--- src/rtl/debounce_sync_if.sv ---
// ============================================================================
// Module   : debounce_sync_if
// Brief    : Signal bundle between a raw level source and debounce_sync.
// Revision : 1.0 - initial release
// ============================================================================
`default_nettype none

interface debounce_sync_if;
  logic din;
  logic dout;
  logic rise;
  logic fall;
  logic busy;

  // Source side drives the raw level and observes the conditioned outputs.
  modport master (
    output din,
    input  dout,
    input  rise,
    input  fall,
    input  busy
  );

  modport slave (
    input  din,
    output dout,
    output rise,
    output fall,
    output busy
  );
endinterface

`default_nettype wire

--- src/rtl/debounce_sync.sv ---
// ============================================================================
// Module   : debounce_sync
// Brief    : 2-flop synchronizer + stability counter + IDLE/QUAL FSM producing a
//            clean level; edge pulses built only with DEBOUNCE_SYNC_EDGE_EN.
// Revision : 1.0 - initial release
// ============================================================================
`default_nettype none

module debounce_sync #(
  parameter int   STABLE_CYCLES = 4,
  parameter logic RESET_VAL     = 1'b0
) (
  input  wire logic      clk,
  input  wire logic      rst,
  debounce_sync_if.slave bus
);

  localparam int                 c_CNT_W    = $clog2(STABLE_CYCLES + 1);
  localparam logic [c_CNT_W-1:0] c_CNT_LAST = c_CNT_W'(STABLE_CYCLES - 1);
  localparam logic [c_CNT_W-1:0] c_CNT_ONE  = c_CNT_W'(1);

  typedef enum logic [0:0] {
    S_IDLE = 1'b0,
    S_QUAL = 1'b1
  } state_t;

  logic               r_sync1;
  logic               r_sync2;
  logic               r_dout;
  logic               r_busy;
  logic [c_CNT_W-1:0] r_cnt;
  state_t             r_state;

  logic [c_CNT_W-1:0] w_cnt_nxt;
  logic               w_dout_nxt;
  state_t             w_state_nxt;

  always_ff @(posedge clk or posedge rst) begin
    if (rst) begin
      r_sync1 <= RESET_VAL;
      r_sync2 <= RESET_VAL;
      r_dout  <= RESET_VAL;
      r_busy  <= 1'b0;
      r_cnt   <= '0;
      r_state <= S_IDLE;
    end else begin
      r_sync1 <= bus.din;
      r_sync2 <= r_sync1;
      r_dout  <= w_dout_nxt;
      r_busy  <= (w_state_nxt == S_QUAL);
      r_cnt   <= w_cnt_nxt;
      r_state <= w_state_nxt;
    end
  end

  always_comb begin
    w_state_nxt = r_state;
    w_cnt_nxt   = r_cnt;
    w_dout_nxt  = r_dout;
    case (r_state)
      S_IDLE: begin
        if (r_sync2 != r_dout) begin
          // A single qualifying sample is enough, so no QUAL visit is needed.
          if (STABLE_CYCLES == 1) begin
            w_dout_nxt = r_sync2;
            w_cnt_nxt  = '0;
          end else begin
            w_state_nxt = S_QUAL;
            w_cnt_nxt   = c_CNT_ONE;
          end
        end else begin
          w_cnt_nxt = '0;
        end
      end
      S_QUAL: begin
        if (r_sync2 == r_dout) begin
          w_state_nxt = S_IDLE;
          w_cnt_nxt   = '0;
        end else if (r_cnt == c_CNT_LAST) begin
          w_dout_nxt  = r_sync2;
          w_state_nxt = S_IDLE;
          w_cnt_nxt   = '0;
        end else begin
          w_cnt_nxt = r_cnt + c_CNT_ONE;
        end
      end
      default: begin
        w_state_nxt = S_IDLE;
        w_cnt_nxt   = '0;
      end
    endcase
  end

  assign bus.dout = r_dout;
  assign bus.busy = r_busy;

`ifdef DEBOUNCE_SYNC_EDGE_EN
  logic r_rise;
  logic r_fall;

  // Pulses follow the committed level change, so reset never creates one.
  always_ff @(posedge clk or posedge rst) begin
    if (rst) begin
      r_rise <= 1'b0;
      r_fall <= 1'b0;
    end else begin
      r_rise <= w_dout_nxt & ~r_dout;
      r_fall <= ~w_dout_nxt & r_dout;
    end
  end

  assign bus.rise = r_rise;
  assign bus.fall = r_fall;
`else
  assign bus.rise = 1'b0;
  assign bus.fall = 1'b0;
`endif

endmodule

`default_nettype wire

--- src/flat_wrapper.sv ---
// flat-port wrapper written by rule: the top's interface ports become plain ports
module debounce_sync_flat 
#(
  parameter int   STABLE_CYCLES = 4,
  parameter logic RESET_VAL     = 1'b0
)
  (clk, rst, bus_din, bus_dout, bus_rise, bus_fall, bus_busy);
  debounce_sync_if bus_i ();
  input  wire logic clk;
  input  wire logic rst;
  input wire logic [$bits(bus_i.din)-1:0] bus_din;
  output wire logic [$bits(bus_i.dout)-1:0] bus_dout;
  output wire logic [$bits(bus_i.rise)-1:0] bus_rise;
  output wire logic [$bits(bus_i.fall)-1:0] bus_fall;
  output wire logic [$bits(bus_i.busy)-1:0] bus_busy;
  assign bus_i.din = bus_din;
  assign bus_dout = bus_i.dout;
  assign bus_rise = bus_i.rise;
  assign bus_fall = bus_i.fall;
  assign bus_busy = bus_i.busy;
  debounce_sync #(.STABLE_CYCLES(STABLE_CYCLES), .RESET_VAL(RESET_VAL)) u_core (.clk(clk), .rst(rst), .bus(bus_i));
endmodule
--- config.mk ---
export PLATFORM = sky130hd
export DESIGN_NAME = debounce_sync_flat
export DESIGN_NICKNAME = d
export VERILOG_FILES = /design/src/rtl/debounce_sync_if.sv /design/src/rtl/debounce_sync.sv /design/src/flat_wrapper.sv
export SDC_FILE = /design/constraint.sdc
export NUM_CORES = 1
export LEC_CHECK = 0
export ABC_AREA = 1
export CAP_MARGIN = 20
export CORE_AREA = 3 3 40 42
export CTS_CLUSTER_SIZE = 12
export DETAILED_ROUTE_END_ITERATION = 12
export DIE_AREA = 0 0 43 45
export GPL_ROUTABILITY_DRIVEN = 0
export SYNTH_ARGS = -nofsm -noshare
export SYNTH_HDL_FRONTEND = slang
export SYNTH_SLANG_ARGS = --single-unit
--- constraint.sdc ---
create_clock -name clk -period 1.2 [get_ports clk]
set_input_delay 0.24 -clock clk [delete_from_list [all_inputs] [get_ports clk]]
set_output_delay 0.24 -clock clk [all_outputs]
set_load 0.02 [all_outputs]
# After elaboration in Yosys (flattened, before gate mapping)
# Cells that the tools add are included.
[totals]
reg_bits = 7
latch_bits = 0
mem_bits_rw = 0
mem_bits_ro = 0
in_bits = 3
output_inout_bits = 4
word_cells = 20
memories = 0
[op_classes]
addsub = 1
mul = 0
div_mod_pow = 0
magnitude_cmp = 0
n_eq_ne = 3
n_shift = 0
muxes = 8
n_bitwise = 2
n_reduce_logical = 1
[op_table]
columns = ["cell", "n"]
rows = [
  ["$mux 3", 2],
  ["$pmux 3 s2", 1],
  ["$mux 1", 4],
  ["$add 3x1->3 const B", 1],
  ["$eq 3x2->1 const B", 1],
  ["$reduce_and 3->1", 1],
  ["$not 1->1", 2],
  ["$pmux 1 s2", 1],
  ["$eq 1x1->1", 1],
  ["$ne 1x1->1", 1],
]

# Logic depth before layout (Yosys ltp)
# Gate-level depths: netlist of the first run.
[depth]
ltp_word = 4
depth_mapped = 5
depth_no_buf = 5

# Least setup slack after synthesis of the first run
# OpenSTA, ideal clock, no wires.
[synth_timing]
path_kind = "register to register"
start = "register u_core.r_cnt[0]"
end = "register u_core.r_cnt[2]"
setup_time_ns = 0.072
arrival_time_ns = 0.845
setup_slack_ns = 0.284
stages_incl_launch_ff = 4
n_path_buf = 0
cell_sequence = "dfrtp_1 > ha_1 > or2_0 > nor2_1"
[synth_between]
elab_chain_len = 4
[synth_lines]
columns = ["item", "line", "text"]
rows = [
  ["start, declared", "debounce_sync.sv:31", "logic [c_CNT_W-1:0] r_cnt;"],
  ["start signal, assigned", "debounce_sync.sv:51", "r_cnt <= w_cnt_nxt;"],
  ["$add 3x1->3 / $eq 3x2->1 (equally long branches)", "debounce_sync.sv:84, debounce_sync.sv:79", ""],
  ["$mux 3 (*)", "debounce_sync.sv:79", "end else if (r_cnt == c_CNT_LAST) begin"],
  ["$mux 3 (*)", "debounce_sync.sv:76", "if (r_sync2 == r_dout) begin"],
  ["$pmux 3 s2 (*)", "debounce_sync.sv:60", "case (r_state)"],
  ["net u_core.w_cnt_nxt[2]", "debounce_sync.sv:34", "logic [c_CNT_W-1:0] w_cnt_nxt;"],
]
# The timed path passes the listed nets; every way through them passes the cells marked *.
# A chain may end at the register's enable or synchronous reset.

# Worst setup path after layout of the first run
[layout_timing]
start = "register u_core.r_busy (netlist: u_core.bus.busy)"
end = "output port bus_busy"
[layout_rtl]
columns = ["item", "line", "text"]
rows = [
  ["start, declared", "debounce_sync.sv:30", "logic r_busy;"],
  ["start signal, assigned", "debounce_sync.sv:50", "r_busy <= (w_state_nxt == S_QUAL);"],
  ["end, declared", "flat_wrapper.sv:15", "output wire logic [$bits(bus_i.busy)-1:0] bus_busy;"],
]
# No word-level cell between the ends.

==> results of run 1 <==
[path summary, 6_finish.rpt]
| check | slack, ns | cells past startpoint | from | to |
|---|---|---|---|---|
| hold / removal | 0.21 | 2 | rst | u_core.bus.dout |
| hold reg to reg | 0.35 | 0 | u_core.r_sync1 | u_core.r_sync2 |
| min in group clk | 0.35 | 0 | u_core.r_sync1 | u_core.r_sync2 |
| setup reg to reg | 0.23 | 4 | u_core.r_cnt[0] | u_core.r_cnt[0] |
| setup / recovery | 0.06 | 1 | u_core.bus.busy | bus_busy |
| max in group asynchronous | 0.77 | 2 | rst | u_core.r_cnt[1] |
[power by group through the flow]
| stage | sequential, mW | combinational [mW] | clock [mW] |
|---|---|---|---|
| final | 0.316 | 0.249 | 0.212 |
| after floorplan | 0.363 | 0.104 | 0 |
| after global placement | 0.318 | 0.259 | 0 |
| after CTS | 0.316 | 0.247 | 0.222 |
| after detailed placement | 0.321 | 0.266 | 0 |
| after global routing | 0.326 | 0.276 | 0.236 |
[synth_stat cells, drive strengths merged]
cell type,count,share of area
buf,2,0.052
nand3,1,0.017
dfrtp,7,0.61
ha,1,0.044
nand2,7,0.092
o21ai,1,0.017
inv,7,0.092
or2,1,0.022
nor2,3,0.039
conb,1,0.013
[cells by family after synthesis]
group | share of synthesized area
AND/OR/NAND/NOR | 0.170
flip-flops | 0.611
adder cells (fa/ha/maj) | 0.0437
buffers and inverters | 0.144
AO/OA/AOI/OAI | 0.0175
other | 0.0131
[layout by cell type (no fill, tap or decap)]
cell type,n
clkbuf_1,1
conb_1,2
buf_4,2
clkdlybuf4s15_1,2
nor2_1,3
clkdlybuf4s50_1,2
ha_1,1
or2_0,1
nand2_1,7
nand3_1,1
clkbuf_4,3
o21ai_1,1
inv_1,7
dfrtp_1,7
[registers in the layout, summed over array words and instances (netlist names)]
register         cells
u_core.r_cnt         3
u_core.r_sync1       1
u_core.bus.dout      1
u_core.bus.busy      1
u_core.r_sync2       1
[cell type report]
class	instances	share of cell area
flip-flops and latches	7	0.467
multi-input cells	16	0.197
repair buffers	6	0.147
clock buffers	4	0.0700
inverters	7	0.0700
well taps	15	0.0500
[layer usage]
| metal | vias up | wire length, um | track usage |
|---|---|---|---|
| met4 | 0 | 0 | 0.0542 |
| met2 | 7 | 170 | 0.0539 |
| li1 | 105 | - | - |
| met1 | 90 | 160 | 0.0471 |
| met5 | - | 0 | 0 |
| met3 | 0 | 40 | 0.0598 |
[timing repair]
item	4_1_cts	5_1_grt
resized for setup	2	2
pin swaps	0	0
hold buffers	0	0
setup endpoints to repair	2	2
setup buffers	0	0
[metrics by stage]
stage | cells | hold WS [ns] | utilization
global placement | 51 | 0.334 | 0.272
floorplan | 32 | 0.0434 | -
detailed placement | 51 | 0.338 | 0.272
global route | 55 | 0.222 | 0.292
CTS | 55 | 0.220 | 0.290
finish | 55 | 0.213 | 0.292
==> results.py, run 1 <==
metrics = {
    "pwr": {
        "p_int_mw": 0.531,
        "p_clk_frac": 0.273,
        "irDropWorstVdd_uv": 824,
        "power_mw": 0.777,
        "p_leak_nw": 0.204,
        "p_switching_mw": 0.246,
        "p_comb_frac": 0.320,
        "switching_share": 0.317,
        "power_density_mw_per_mm2": 2070,
        "seqPwrFrac": 0.407,
    },
    "critical_path": {
        "critPathLaunchType": "flop",
        "cp-end-kind": "output port",
        "path_class": "flop to output port",
        "crit_chain": "clkdlybuf4s15_1",
        "cp.arrival_ns": 0.90,
        "crit_fanout": 2,
        "worstPathRequired_ns": 0.96,
        "critPathMaxStageDelay_ns": 0.37,
        "crit_slowest_cell": "dfrtp_1",
        "cp_top_family": "flip-flops",
        "critPathBufInv": 1,
    },
    "global_routing": {
        "antenna_found_initial": 0,
        "gr-total-overflow": 0,
        "grt_pass1_vias": 150,
        "grt_start_max_net_pins": 8,
        "grt_use_total": 0.0513,
        "grt_pass1_wl_um": 586,
    },
    "cells_and_area": {
        "fillers": 146,
        "final_area_um2": 375,
        "drive_gt1_frac": 0.125,
        "diodes": 0,
        "area_delta_synth_final_pct": 31.0,
        "ff_latch_area_um2": 175,
        "nets": 45,
        "multiInputGateArea_um2": 73.8,
    },
    "clocking": {
        "cts_made_buffers": 3,
        "cts.htree.levels": 1,
        "insertion_delay_ns": 0.25,
        "cts_root_buffer": "clkbuf_4",
        "clock-sinks": 7,
        "cts_tree": "done",
        "path_clk_slew_ns": 0.05,
        "cts.path.max_buffers": 2,
    },
    "floorplanning": {
        "dieArea_mm2": 0.00194,
        "rows": 13,
        "coreArea_mm2": 0.00128,
        "die_w_um": 43,
        "die_h_um": 45,
        "ioPinCount": 7,
        "initial_core_util": 0.223,
    },
    "yosys": {
        "syn_area_per_cell_um2": 9.24,
        "syn_inst": 31,
        "synthDistinctLibCells": 10,
        "synth-seq-cells": 7,
        "syn_area_um2": 287,
        "yosysWarnings": 0,
        "synth_seq_area_share": 0.611,
    },
    "sta": {
        "setup_tns_ns": 0,
        "rsz0062_at_grt": "false",
        "fmax_mhz": 877,
        "post-route-period-util": 0.950,
        "finalHoldViolCount": 0,
        "setup_viol": 0,
        "clock_skew_ns": 0.00584,
        "setup_slack_ns": 0.0604,
        "finalMaxSlewViolations": 0,
        "final.min_clock_period_ns": 1.14,
    },
    "route": {
        "finalWirelength_um": 371,
        "drt_iter0_markers": 1,
        "avgViaCountPerCell": 3.67,
        "first_pass_iters": 2,
        "remaining_drc_errors": 0,
        "vias": 202,
        "antenna_left": 0,
        "wire_per_inst_um": 6.75,
    },
    "placed_design": {
        "pre_cts_slack_ns": 0.0420,
        "numPortBuffers": 4,
        "hpwl_um": 306,
        "dpl-instance-area_um2": 349,
    },
    "flow_run": {
        "max_cap_violations": 0,
    },
    "hold_path": {
        "hold_path.class": "primary input to asynchronous set/reset pin",
    },
    "status": {
        "status": "complete, no violations",
    },
}
Note: power is estimated with default switching activity, not from simulation.
==> run 2: changes to the inputs <==
--- a/config.mk
+++ b/config.mk
@@ -12,6 +12,7 @@
 export DETAILED_ROUTE_END_ITERATION = 12
 export DIE_AREA = 0 0 43 45
 export GPL_ROUTABILITY_DRIVEN = 0
+export SLEW_MARGIN = 0
 export SYNTH_ARGS = -nofsm -noshare
 export SYNTH_HDL_FRONTEND = slang
 export SYNTH_SLANG_ARGS = --single-unit
==> results of run 2 <==
Same layout as run 1: the final DEF is identical, and so are final timing and power.
